===== src/rtl/reset_sequencer.sv =====
// Releases per-domain resets in order (XADC -> core -> display/UART) once the XADC reports ready.
// Optional feature: define RESEQ_ON_READY_LOSS_EN to restart the sequence when adc_ready drops in RUN.
module reset_sequencer #(
    parameter int HOLD_CYCLES = 16,
    parameter int ADC_TIMEOUT = 1024,
    parameter int STAGE_GAP   = 8,
    parameter int MAX_RETRY   = 3
) (
    input  logic       clk,
    input  logic       rst,
    input  logic       adc_ready,
    input  logic       soft_restart,
    output logic       rst_adc_out,
    output logic       rst_core_out,
    output logic       rst_disp_out,
    output logic       seq_done,
    output logic       seq_fail,
    output logic [3:0] retry_cnt
);

    localparam int MAX_HT  = (HOLD_CYCLES > ADC_TIMEOUT) ? HOLD_CYCLES : ADC_TIMEOUT;
    localparam int MAX_CNT = (MAX_HT > STAGE_GAP) ? MAX_HT : STAGE_GAP;
    localparam int CNT_W   = (MAX_CNT > 1) ? $clog2(MAX_CNT) : 1;

    localparam logic [CNT_W-1:0] HOLD_LAST = CNT_W'(HOLD_CYCLES - 1);
    localparam logic [CNT_W-1:0] TO_LAST   = CNT_W'(ADC_TIMEOUT - 1);
    localparam logic [CNT_W-1:0] GAP_LAST  = CNT_W'(STAGE_GAP - 1);
    localparam logic [3:0]       RETRY_MAX = 4'(MAX_RETRY);

    typedef enum logic [2:0] {
        S_HOLD,
        S_WAIT_ADC,
        S_GAP_CORE,
        S_GAP_DISP,
        S_RUN,
        S_FAIL
    } state_t;

    state_t           state_q, state_d;
    logic [CNT_W-1:0] cnt_q, cnt_d;
    logic             rst_adc_d, rst_core_d, rst_disp_d;
    logic             done_d, fail_d;
    logic [3:0]       retry_d;
    logic             loss_trig;
    logic             restart;

`ifdef RESEQ_ON_READY_LOSS_EN
    // Remembers a low adc_ready sample in RUN so a second consecutive one triggers a restart.
    logic loss_q;

    always_ff @(posedge clk or posedge rst) begin
        if (rst) begin
            loss_q <= 1'b0;
        end else begin
            loss_q <= (state_q == S_RUN) && !adc_ready && !soft_restart && !loss_trig;
        end
    end

    assign loss_trig = (state_q == S_RUN) && !adc_ready && loss_q;
`else
    assign loss_trig = 1'b0;
`endif

    assign restart = soft_restart || loss_trig;

    always_ff @(posedge clk or posedge rst) begin
        if (rst) begin
            state_q      <= S_HOLD;
            cnt_q        <= '0;
            rst_adc_out  <= 1'b1;
            rst_core_out <= 1'b1;
            rst_disp_out <= 1'b1;
            seq_done     <= 1'b0;
            seq_fail     <= 1'b0;
            retry_cnt    <= 4'd0;
        end else begin
            state_q      <= state_d;
            cnt_q        <= cnt_d;
            rst_adc_out  <= rst_adc_d;
            rst_core_out <= rst_core_d;
            rst_disp_out <= rst_disp_d;
            seq_done     <= done_d;
            seq_fail     <= fail_d;
            retry_cnt    <= retry_d;
        end
    end

    always_comb begin
        state_d    = state_q;
        cnt_d      = cnt_q;
        rst_adc_d  = rst_adc_out;
        rst_core_d = rst_core_out;
        rst_disp_d = rst_disp_out;
        done_d     = seq_done;
        fail_d     = seq_fail;
        retry_d    = retry_cnt;

        case (state_q)
            S_HOLD: begin
                if (cnt_q == HOLD_LAST) begin
                    rst_adc_d = 1'b0;
                    cnt_d     = '0;
                    state_d   = S_WAIT_ADC;
                end else begin
                    cnt_d = cnt_q + CNT_W'(1);
                end
            end
            S_WAIT_ADC: begin
                // Ready takes priority over a timeout landing on the same cycle.
                if (adc_ready) begin
                    cnt_d   = '0;
                    state_d = S_GAP_CORE;
                end else if (cnt_q == TO_LAST) begin
                    cnt_d     = '0;
                    rst_adc_d = 1'b1;
                    if (retry_cnt < RETRY_MAX) begin
                        retry_d = retry_cnt + 4'd1;
                        state_d = S_HOLD;
                    end else begin
                        fail_d  = 1'b1;
                        state_d = S_FAIL;
                    end
                end else begin
                    cnt_d = cnt_q + CNT_W'(1);
                end
            end
            S_GAP_CORE: begin
                if (cnt_q == GAP_LAST) begin
                    rst_core_d = 1'b0;
                    cnt_d      = '0;
                    state_d    = S_GAP_DISP;
                end else begin
                    cnt_d = cnt_q + CNT_W'(1);
                end
            end
            S_GAP_DISP: begin
                if (cnt_q == GAP_LAST) begin
                    rst_disp_d = 1'b0;
                    done_d     = 1'b1;
                    cnt_d      = '0;
                    state_d    = S_RUN;
                end else begin
                    cnt_d = cnt_q + CNT_W'(1);
                end
            end
            S_RUN, S_FAIL: begin
            end
            default: begin
                state_d = S_HOLD;
                cnt_d   = '0;
            end
        endcase

        // A restart request overrides whatever the current state decided this cycle.
        if (restart) begin
            state_d    = S_HOLD;
            cnt_d      = '0;
            rst_adc_d  = 1'b1;
            rst_core_d = 1'b1;
            rst_disp_d = 1'b1;
            done_d     = 1'b0;
            fail_d     = 1'b0;
            retry_d    = 4'd0;
        end
    end

endmodule


===== config.mk =====
export PLATFORM = sky130hd
export DESIGN_NAME = reset_sequencer
export DESIGN_NICKNAME = d
export VERILOG_FILES = /design/src/rtl/reset_sequencer.sv
export SDC_FILE = /design/constraint.sdc
export NUM_CORES = 1
export LEC_CHECK = 0
export CAP_MARGIN = 25
export CORE_UTILIZATION = 40
export DETAILED_ROUTE_END_ITERATION = 12
export PLACE_DENSITY_LB_ADDON = 0.15
export SETUP_SLACK_MARGIN = 0.4
export SLEW_MARGIN = 20
export SYNTH_ARGS = -nofsm -noshare
export SYNTH_HDL_FRONTEND = slang
export SYNTH_SLANG_ARGS = --single-unit
export TNS_END_PERCENT = 30

===== constraint.sdc =====
create_clock -name clk -period 2.15 [get_ports clk]
set_input_delay 0.3225 -clock clk [delete_from_list [all_inputs] [get_ports clk]]
set_output_delay 0.3225 -clock clk [all_outputs]
set_load 0.01 [all_outputs]

==> implementation parameters, run 1 <==
Parameter                              Value

Floorplan
  Top-level I/O count    13
  Initial core utilization    42.1%
  Width of the die    58.5 um
  Floorplan die area    3420 um2
  Core footprint    3030 um2
  Site row count    20
  Height of the die    58.5 um

Layout
  Number of nets in the layout    179
  Layout cell share with drive strength beyond 1    29.1%
  Final std cell area, no fill    1750 um2
  Count of non-filler cells in the finished layout    216
  Commonest non-fill, non-tap cell in the layout    buf_4
  Area grow syn2layout    36.8%
  Number of diodes    0
  Commonest cells after routing, fill and taps aside    buf_4, dfrtp_1, nand2_1

Synth
  Primary FF master, synth    dfrtp_1
  Flip-flop and latch count after synthesis    22
  Number of standard cells after synthesis    135
  Syn_area_per_cell    9.45 um2
  Synth async-reset ratio    100%
  Number of flops mapped to enable cells by yosys    0
  Sequential share of the synthesized area    43.4%
  Yosys cell types    44
  Syn nets    141
  YS warnings    0
  Cell Area, Synth    1280 um2

Run status
  Outcome    completed

Clock network
  Reg clk slew, reported paths    0.13 ns
  Clk sinks    22
  TritonCTS buffer count    3
  Root buffer selected by CTS    clkbuf_4
  Longest Clk Path Bufs    2
  Hold-fix buffers, CTS    0
  H-tree lvl count    1
  CTS tree    done
  Later-pin clock latency in the skew report    0.31 ns

GRT
  Global-route wire length before repair    5380 um
  Aggregate global-route resource usage    20.8%
  Initial antenna violation count    0
  Total gr overflow    0
  Via count of the first global-routing pass    1197
  Maximum number of pins on one net before global-route repair    23

Detailed routing
  Routed wire length per instance    14.5 um
  Detailed-route DRC error count    0
  Vias per cell    5.41
  Drt total wl    3130 um
  First-pass iteration count of the detailed router    4
  Post-route antenna net violation count    0
  Drt initial violations    67
  Count of vias placed by the detailed router    1169

Critical path
  Startpoint types    flop
  Data arrival at the endpoint of the critical path    2.25 ns
  Worst path max stage delay    0.52 ns
  FF-to-FF Start    cnt_q[0]
  Capturing element type of the critical path    flop
  Type of the setup path with the least slack    reg2reg
  Worst-path fanout max    5
  Launch point of the worst path    cnt_q[0]
  Worst path slowest cell    or4b_4
  Crit-path cells    ha_2 > or4b_4 > o32ai_4 > o22a_2 > and2b_1 > o22a_1
  Required time at the endpoint of the critical path    2.37 ns

Placement
  Inst Count DP    205
  Global placer's final weighted congestion    0.825
  DP HPWL    2070 um
  Post-place instance area    1560 um2
  PortBufs    12

Timing
  Clock period minus worst slack    2.03 ns
  Share of the cycle needed by the critical path after routing    94.3%
  Setup skew after layout    0.00315 ns
  Highest clock frequency the design can meet    493 MHz
  Number of hold violations in the final report    0
  Normalized max-slew margin    72.4%
  Total Neg Setup Slack    0 ns
  Pin slew with the least headroom to its limit    0.410 ns
  Number of failing setup endpoints in the final timing report    0
  Slew Limit Fails    0
  Unrepaired setup endpoints after global routing    yes

Run
  Count of maximum capacitance violations    0

Power and ir drop
  Power density cells    492 nW/um2
  Static leakage    0.761 nW
  Maximum vdd ir drop    0.519 mV
  Overall power of the completed layout    858 uW

Worst hold path
  Hold Path Class    in2async
[logic make-up after synthesis]
group	count (synthesis)	share of synthesized area (%)
fa+ha+maj	2	1.96
buf+inv	9	4.02
flops	22	43.4
mux	2	1.57
simple gates	63	28.3
compound gates	34	18.6
xor+xnor	3	2.06
[final cells by class]
class,count,area [um2]
Tap cell,44,55.1
Timing Repair Buffer,37,315
Multi-Input combinational cell,105,753
Sequential cell,22,554
Clock buffer,3,22.5
Fill cell,266,1280
Clock inverter,1,30.0
Inverter,4,15.0
[registers in the layout (all words and copies together), names as in the netlist]
register and cells:
rst_adc_out 1, seq_fail 1, seq_done 1, rst_core_out 1, cnt_q 10, state_q 3, rst_disp_out 1, retry_cnt 4
[report_power, final]
part	leakage [nW]	switching (mW)	internal, mW	total (mW)
sequential	0.294	0.0113	0.422	0.433
combinational	0.438	0.0526	0.0481	0.101
clock	0.0279	0.136	0.188	0.324
[synthesized netlist by cell type (2+ instances only)]
cell type | n | share of area (%)
a21o_1 | 6 | 3.5
a21oi_1 | 7 | 2.7
buf_2 | 2 | 0.78
buf_6 | 2 | 1.8
dfrtp_1 | 19 | 37
dfstp_2 | 3 | 6.2
ha_1 | 2 | 2.0
inv_1 | 4 | 1.2
mux2i_1 | 2 | 1.6
nand2_1 | 13 | 3.8
nand2b_1 | 5 | 2.5
nand3_1 | 7 | 2.7
nand4_1 | 3 | 1.5
nor2_1 | 11 | 3.2
nor2b_1 | 5 | 2.5
nor3_1 | 3 | 1.2
o211a_1 | 2 | 1.6
o21ai_0 | 6 | 2.4
o21ai_1 | 2 | 0.78
o31ai_1 | 3 | 1.8
or2_2 | 2 | 0.98
or3_1 | 2 | 0.98
or4b_4 | 2 | 2.2
xor2_1 | 2 | 1.4
[layer usage]
metal	share of wire (%)	global-route usage (%)	wire (um)
met1	47	27.6	1470
met2	48	33.2	1500
met3	4.0	4.84	126
met4	1.1	7.82	34
met5	0	0	0
[worst max-delay path: cells and delay by family, from the launching register on]
kind / cells / cell delay, ns
AOI/OAI and AO/OA: 3 / 0.66
adders and majority gates: 1 / 0.19
DFF: 1 / 0.38
and+or+nand+nor: 2 / 0.71
[stage by stage]
step	utilization (%)	setup slack, ns	hold WS [ns]
floorplan	-	0.186	0.310
global placement	51.5	0.0661	0.482
detailed placement	51.5	0.0259	0.486
CTS	56.6	0.163	0.335
global route	57.6	0.0700	0.386
finish	57.6	0.122	0.331
[path summary, 6_finish.rpt]
check	to	slack [ns]	depth (start not counted)
hold reg to reg	seq_fail	0.51	2
hold / removal	retry_cnt[2]	0.33	3
max in group asynchronous	rst_core_out	1.54	3
setup reg to reg	cnt_q[3]	0.12	6
setup / recovery	cnt_q[3]	0.12	6
min in group clk	seq_fail	0.51	2
[repair_timing]
item,4_1_cts,5_1_grt
setup endpoints to repair,15,21
pin swaps,6,3
resized for setup,9,10
setup buffers,6,0
hold endpoints to repair,0,0
cloned,1,0
No activity file was read; power rests on OpenSTA's default activity.
==> run 2: changes to the inputs <==
--- a/config.mk
+++ b/config.mk
@@ -14,4 +14,4 @@
 export SYNTH_ARGS = -nofsm -noshare
 export SYNTH_HDL_FRONTEND = slang
 export SYNTH_SLANG_ARGS = --single-unit
-export TNS_END_PERCENT = 30
+export TNS_END_PERCENT = 1
==> run 2 against run 1 <==
Compared with the run above:
- clock power decreased by 28%
- first-iteration DRC count decreased by 45%
- sequential share of layout area increased by 2.4 points
- global-route usage decreased by 0.076 points
- cell count decreased by 1.9%
- clock skew increased by 0.0032 ns
- combinational power decreased by 16%
- cell area decreased by 7.0%
- routed wire length decreased by 5.3%
- die area unchanged
- sequential power about the same
- via count decreased by 1.1%
- largest cell class unchanged
- largest power group unchanged
==> implementation parameters, run 2 (same netlist as run 1, synthesis figures left out) <==
Parameter                              Value

Layout
  Number of nets in the layout    175 (-2.2%)
  Area grow syn2layout    27.3%
  Number of diodes    0 (unchanged)
  Biggest register    cnt_q
  Count of non-filler cells in the finished layout    212 (-1.9%)
  Largest register FFs    10 (unchanged)
  Commonest non-fill, non-tap cell in the layout    buf_4
  Biggest registers after layout    cnt_q (10), retry_cnt (4), state_q (3)
  Commonest cells after routing, fill and taps aside    buf_4, dfrtp_1, nand2_1
  Fill cell count    271 (+1.9%)
  Layout cell share with drive strength beyond 1    23.2% (-5.9 points)

Clock network
  TritonCTS buffer count    3 (unchanged)
  Later-pin clock latency in the skew report    0.31 ns (about the same)
  Clk sinks    22 (unchanged)
  Reg clk slew, reported paths    0.12 ns (about the same)
  Root buffer selected by CTS    clkbuf_4
  Longest Clk Path Bufs    2 (unchanged)
  Hold-fix buffers, CTS    0 (unchanged)
  H-tree lvl count    1 (unchanged)
  CTS tree    done

Critical path
  Worst path slowest cell    or4b_4
  Worst-path fanout max    7 (+2)
  Capturing element type of the critical path    flop
  Worst path max stage delay    0.49 ns (-0.03 ns)
  Data arrival at the endpoint of the critical path    2.23 ns (-0.02 ns)
  Crit-path cells    ha_2 > or4b_4 > o32ai_2 > o22a_2 > buf_4 > o21ai_1 > a21o_1
  Startpoint types    flop
  Type of the setup path with the least slack    reg2reg
  Required time at the endpoint of the critical path    2.36 ns (about the same)

Timing
  Total Neg Setup Slack    0 ns (unchanged)
  Clock period minus worst slack    2.02 ns (-0.0117 ns)
  Highest clock frequency the design can meet    496 MHz (+0.58%)
  Unrepaired setup endpoints after global routing    yes
  Number of failing setup endpoints in the final timing report    0 (unchanged)
  Setup skew after layout    0.00631 ns (+0.00316 ns)
  Setup slack after layout    0.134 ns (+0.0117 ns)
  Share of the cycle needed by the critical path after routing    93.8% (-0.54 points)
  Pin slew with the least headroom to its limit    0.470 ns (+0.0594 ns)
  Normalized max-slew margin    68.6% (-3.9 points)
  Number of hold violations in the final report    0 (unchanged)
  Slew Limit Fails    0 (unchanged)

Placement
  PortBufs    12 (unchanged)
  Worst slack at placement    -0.0118 ns (-0.0377 ns)
  Inst Count DP    203 (-0.98%)
  Global placer's final weighted congestion    0.811 (-1.6%)
  DP HPWL    2250 um (+8.6%)

GRT
  Global-route wire length before repair    5360 um (-0.39%)
  Aggregate global-route resource usage    20.7% (-0.076 points)
  Initial antenna violation count    0 (unchanged)
  GR Util met3    5.05% (+0.22 points)
  Met2 capacity usage during global routing    36.1% (+3.0 points)
  Global-route met1 utilization    25.5% (-2.1 points)
  Most Crowded Layer GR    met2
  Via count of the first global-routing pass    1191 (-0.50%)
  Total gr overflow    0 (unchanged)
  Maximum number of pins on one net before global-route repair    23 (unchanged)

Power and ir drop
  Static leakage    0.720 nW (-5.3%)
  Maximum vdd ir drop    0.282 mV (-46%)
  Power density cells    462 nW/um2 (-6.0%)
  Share of power burned in combinational logic    11.3% (-0.4 points)
  Pint    567 uW (-14%)
  Sw Share    24.4% (+1.1 points)
  Switching power of the nets    183 uW (-8.4%)
  Power share of the sequential group    57.7% (+7.2 points)
  Overall power of the completed layout    750 uW (-13%)
  Fraction of power consumed by the clock network    30.9% (-6.9 points)

Detailed routing
  Vias per cell    5.45 (+0.75%)
  Post-route antenna net violation count    0 (unchanged)
  Drt total wl    2970 um (-5.3%)
  Routed wire length per instance    14.0 um (-3.5%)
  Count of vias placed by the detailed router    1156 (-1.1%)
  First-pass iteration count of the detailed router    4 (unchanged)
  Drt initial violations    37 (-45%)
  Detailed-route DRC error count    0 (unchanged)

Floorplan
  Site row count    20 (unchanged)
  Top-level I/O count    13 (unchanged)
  Initial core utilization    42.1% (unchanged)
  Height of the die    58.5 um (unchanged)
  Width of the die    58.5 um (unchanged)
  Core footprint    3030 um2 (unchanged)
  Floorplan die area    3420 um2 (unchanged)

Run status
  Outcome    completed

Run
  Count of maximum capacitance violations    0 (unchanged)

Worst hold path
  Hold Path Class    in2async
==> run 2: worst paths after layout <==
check	from	to	slack (ns)	cells past startpoint
min in group clk	rst_core_out	rst_core_out	0.52	1
hold reg to reg	rst_core_out	rst_core_out	0.52	1
setup / recovery	cnt_q[1]	cnt_q[4]	0.13	7
max in group asynchronous	rst	rst_core_out	1.55	3
setup reg to reg	cnt_q[1]	cnt_q[4]	0.13	7
hold / removal	rst	seq_fail	0.33	3
==> run 2: per-layer routing <==
layer,vias to the layer above,wire (um)
met5,-,0
met4,0,33
met3,6,128
met2,27,1510
met1,569,1300
li1,554,-
==> run 2: metrics by stage <==
step	utilization, %	hold WS (ns)	area (um2)
2_1_floorplan	-	0.310	1280
3_3_place_gp	51.0	0.491	1550
3_5_place_dp	51.0	0.501	1550
4_1_cts	53.4	0.324	1620
5_1_grt	53.6	0.366	1620
6_report	53.6	0.328	1620
==> run 2: critical path, delay by kind of cell, from the launching register on <==
family | cells | cell delay, ns
flops | 1 | 0.38
fa+ha+maj | 1 | 0.18
compound gates | 4 | 0.74
buf+inv | 1 | 0.13
simple gates | 1 | 0.49
==> run 2: what timing repair did <==
action                                 in CTS  in global routing
endpoints found under the hold margin       0                  0
resized for setup                           1                  0
setup endpoints to repair                  16                 23
pin swaps                                   1                  0
buffers inserted                            4                  1
==> run 2: cell type report <==
class / count / area, um2 / share of cell area (%)
Tap cell: 44 / 55.1 / 3.39
Timing Repair Buffer: 34 / 285 / 17.6
Multi-Input combinational cell: 104 / 678 / 41.8
Sequential cell: 22 / 554 / 34.1
Inverter: 4 / 15.0 / 0.924
Clock buffer: 4 / 36.3 / 2.23
==> run 2: power groups by stage <==
stage	combinational [mW]	sequential, mW	clock (mW)
2_1_floorplan	0.0532	0.435	0
3_3_place_gp	0.0707	0.442	0
3_5_place_dp	0.0726	0.442	0
4_1_cts	0.0822	0.433	0.244
5_1_grt	0.0976	0.434	0.254
6_report	0.0851	0.433	0.232
==> run 3: changes to the inputs <==
--- a/config.mk
+++ b/config.mk
@@ -9,7 +9,7 @@
 export CORE_UTILIZATION = 40
 export DETAILED_ROUTE_END_ITERATION = 12
 export PLACE_DENSITY_LB_ADDON = 0.15
-export SETUP_SLACK_MARGIN = 0.4
+export SETUP_SLACK_MARGIN = 0.02
 export SLEW_MARGIN = 20
 export SYNTH_ARGS = -nofsm -noshare
 export SYNTH_HDL_FRONTEND = slang
==> run 3 against run 2 <==
Compared with the run above:
- routed wire length up 2.8%
- clock-buffer cell count is the same
- power shrank 0.19%
- utilization down 0.29 points
- global-route usage fell by 1.3 points
- clock power barely moved
- register-to-register slack worse by 0.04 ns
- combinational power shrank 5.5%
- hold slack improved by 0.0075 ns
- critical path type unchanged
- largest power group unchanged
- highest routed layer unchanged
==> implementation parameters, run 3 (same netlist as run 1, synthesis figures left out) <==
Parameter                              Value

Detailed routing
  Drt total wl    3050 um (+2.8%)
  Drt initial violations    39 (+5.4%)
  Routed wire length per instance    14.7 um (+4.7%)
  Vias per cell    5.46 (+0.16%)
  Count of vias placed by the detailed router    1136 (-1.7%)
  Detailed-route DRC error count    0 (unchanged)
  Post-route antenna net violation count    0 (unchanged)
  First-pass iteration count of the detailed router    4 (unchanged)

Clock network
  Clk sinks    22 (unchanged)
  CTS tree    done
  Later-pin clock latency in the skew report    0.31 ns (about the same)
  Hold-fix buffers, CTS    0 (unchanged)
  TritonCTS buffer count    3 (unchanged)
  Longest Clk Path Bufs    2 (unchanged)
  H-tree lvl count    1 (unchanged)
  Root buffer selected by CTS    clkbuf_4
  Reg clk slew, reported paths    0.13 ns (about the same)

Layout
  Number of nets in the layout    171 (-2.3%)
  Area grow syn2layout    26.6%
  Fill cell count    302 (+11%)
  Area of the multi-input gates    707 um2 (+4.2%)
  Commonest non-fill, non-tap cell in the layout    dfrtp_1
  Layout cell share with drive strength beyond 1    20.7% (-2.5 points)
  Final core utilization    53.3% (-0.29 points)
  Largest register FFs    10 (unchanged)
  Count of non-filler cells in the finished layout    208 (-1.9%)
  Sequential Area    554 um2 (unchanged)
  Number of diodes    0 (unchanged)
  Biggest registers after layout    cnt_q (10), retry_cnt (4), state_q (3)
  Biggest register    cnt_q
  Commonest cells after routing, fill and taps aside    dfrtp_1, buf_4, nand2_1

Worst hold path
  Hold Path Class    in2async

Timing
  Number of failing setup endpoints in the final timing report    0 (unchanged)
  Slew Limit Fails    0 (unchanged)
  Number of hold violations in the final report    0 (unchanged)
  Clock period minus worst slack    2.06 ns (+0.0446 ns)
  Hold Slack    0.336 ns (+0.00746 ns)
  Setup slack after layout    0.0891 ns (-0.0446 ns)
  Setup skew after layout    0.00189 ns (-0.00442 ns)
  Normalized max-slew margin    66.1% (-2.5 points)
  Unrepaired setup endpoints after global routing    yes
  Share of the cycle needed by the critical path after routing    95.9% (+2.1 points)
  Pin slew with the least headroom to its limit    0.504 ns (+0.0345 ns)
  Total Neg Setup Slack    0 ns (unchanged)
  Highest clock frequency the design can meet    485 MHz (-2.2%)

Power and ir drop
  Fraction of power consumed by the clock network    31.3% (+0.4 points)
  Sw Share    25.1% (+0.69 points)
  Power density cells    464 nW/um2 (+0.35%)
  Share of power burned in combinational logic    10.7% (-0.6 points)
  Power share of the sequential group    58.0% (+0.3 points)
  Static leakage    0.699 nW (-3.0%)
  Pint    561 uW (-1.1%)
  Maximum vdd ir drop    0.261 mV (-7.4%)
  Switching power of the nets    188 uW (+2.6%)

Placement
  Worst slack at placement    0.0126 ns (+0.0244 ns)
  DP HPWL    2210 um (-1.6%)
  Global placer's final weighted congestion    0.845 (+4.2%)
  PortBufs    12 (unchanged)
  Inst Count DP    201 (-0.99%)

Floorplan
  Floorplan die area    3420 um2 (unchanged)
  Height of the die    58.5 um (unchanged)
  Core footprint    3030 um2 (unchanged)
  Width of the die    58.5 um (unchanged)
  Initial core utilization    42.1% (unchanged)
  Top-level I/O count    13 (unchanged)
  Site row count    20 (unchanged)

Critical path
  R2R Path End    cnt_q[3]
  Worst-path fanout max    5 (-2)
  Type of the setup path with the least slack    reg2reg
  Required time at the endpoint of the critical path    2.37 ns (about the same)
  Launch point of the worst path    cnt_q[1]
  Data arrival at the endpoint of the critical path    2.28 ns (+0.05 ns)
  FF-to-FF Start    cnt_q[1]
  Last element of the critical path    cnt_q[3]
  Startpoint types    flop
  Capturing element type of the critical path    flop
  Path depth of the worst reg2reg path    6 (-1)
  FF-to-FF setup slack    0.09 ns (-0.04 ns)

GRT
  Maximum number of pins on one net before global-route repair    23 (unchanged)
  Initial antenna violation count    0 (unchanged)
  Via count of the first global-routing pass    1102 (-7.5%)
  Total gr overflow    0 (unchanged)
  Global-route wire length before repair    5030 um (-6.2%)
  Aggregate global-route resource usage    19.5% (-1.3 points)

Run status
  Outcome    completed

Run
  Count of maximum capacitance violations    0 (unchanged)
## run 3: what timing repair did
item                                    CTS  global route
gates resized for setup                   0             4
setup buffers                             0             2
endpoints found under the setup margin    0             4
## run 3: cell type report
class / instances / share of cell area (%)
sequential: 22 / 34.3
timing repair buffer: 29 / 15.3
multi-input combinational: 105 / 43.8
clock buffer: 4 / 2.25
tap: 44 / 3.41
inverter: 4 / 0.930
## run 3: routing by layer
layer  wire (um)  global-route usage (%)  up-vias
li1            -                       -      550
met1        1450                    24.3      565
met2        1500                    34.5       17
met3          70                    2.64        4
met4          27                    6.80        0
met5           0                       0        -
## run 3: power groups by stage
stage | logic [mW] | registers (mW) | clock network, mW
2_1_floorplan | 0.0529 | 0.434 | 0
3_3_place_gp | 0.0696 | 0.441 | 0
3_5_place_dp | 0.0710 | 0.441 | 0
4_1_cts | 0.0712 | 0.434 | 0.240
5_1_grt | 0.0895 | 0.435 | 0.256
6_report | 0.0804 | 0.434 | 0.234
## run 3: critical path, cell delays in order (launching register included)
cell,delay [ns]
dfrtp_1,0.41
ha_2,0.20
or4b_4,0.51
o32ai_4,0.26
o22a_2,0.25
and2b_1,0.19
o22a_1,0.14
## run 3: stage by stage
step           power (mW)  area (um2)
2_1_floorplan       0.487        1280
3_3_place_gp        0.511        1530
3_5_place_dp        0.512        1530
4_1_cts             0.744        1560
5_1_grt             0.781        1620
6_report            0.749        1620
## run 3: worst min-delay path by stage
stage / from / end / slack, ns / depth (start not counted)
final: rst / retry_cnt[2] / 0.34 / 3
after global routing: rst / cnt_q[6] / 0.36 / 3
after CTS: rst / cnt_q[6] / 0.35 / 3
after detailed placement: seq_fail / seq_fail / 0.51 / 2
after global placement: seq_fail / seq_fail / 0.48 / 2
after floorplan: rst / cnt_q[0] / 0.31 / 1
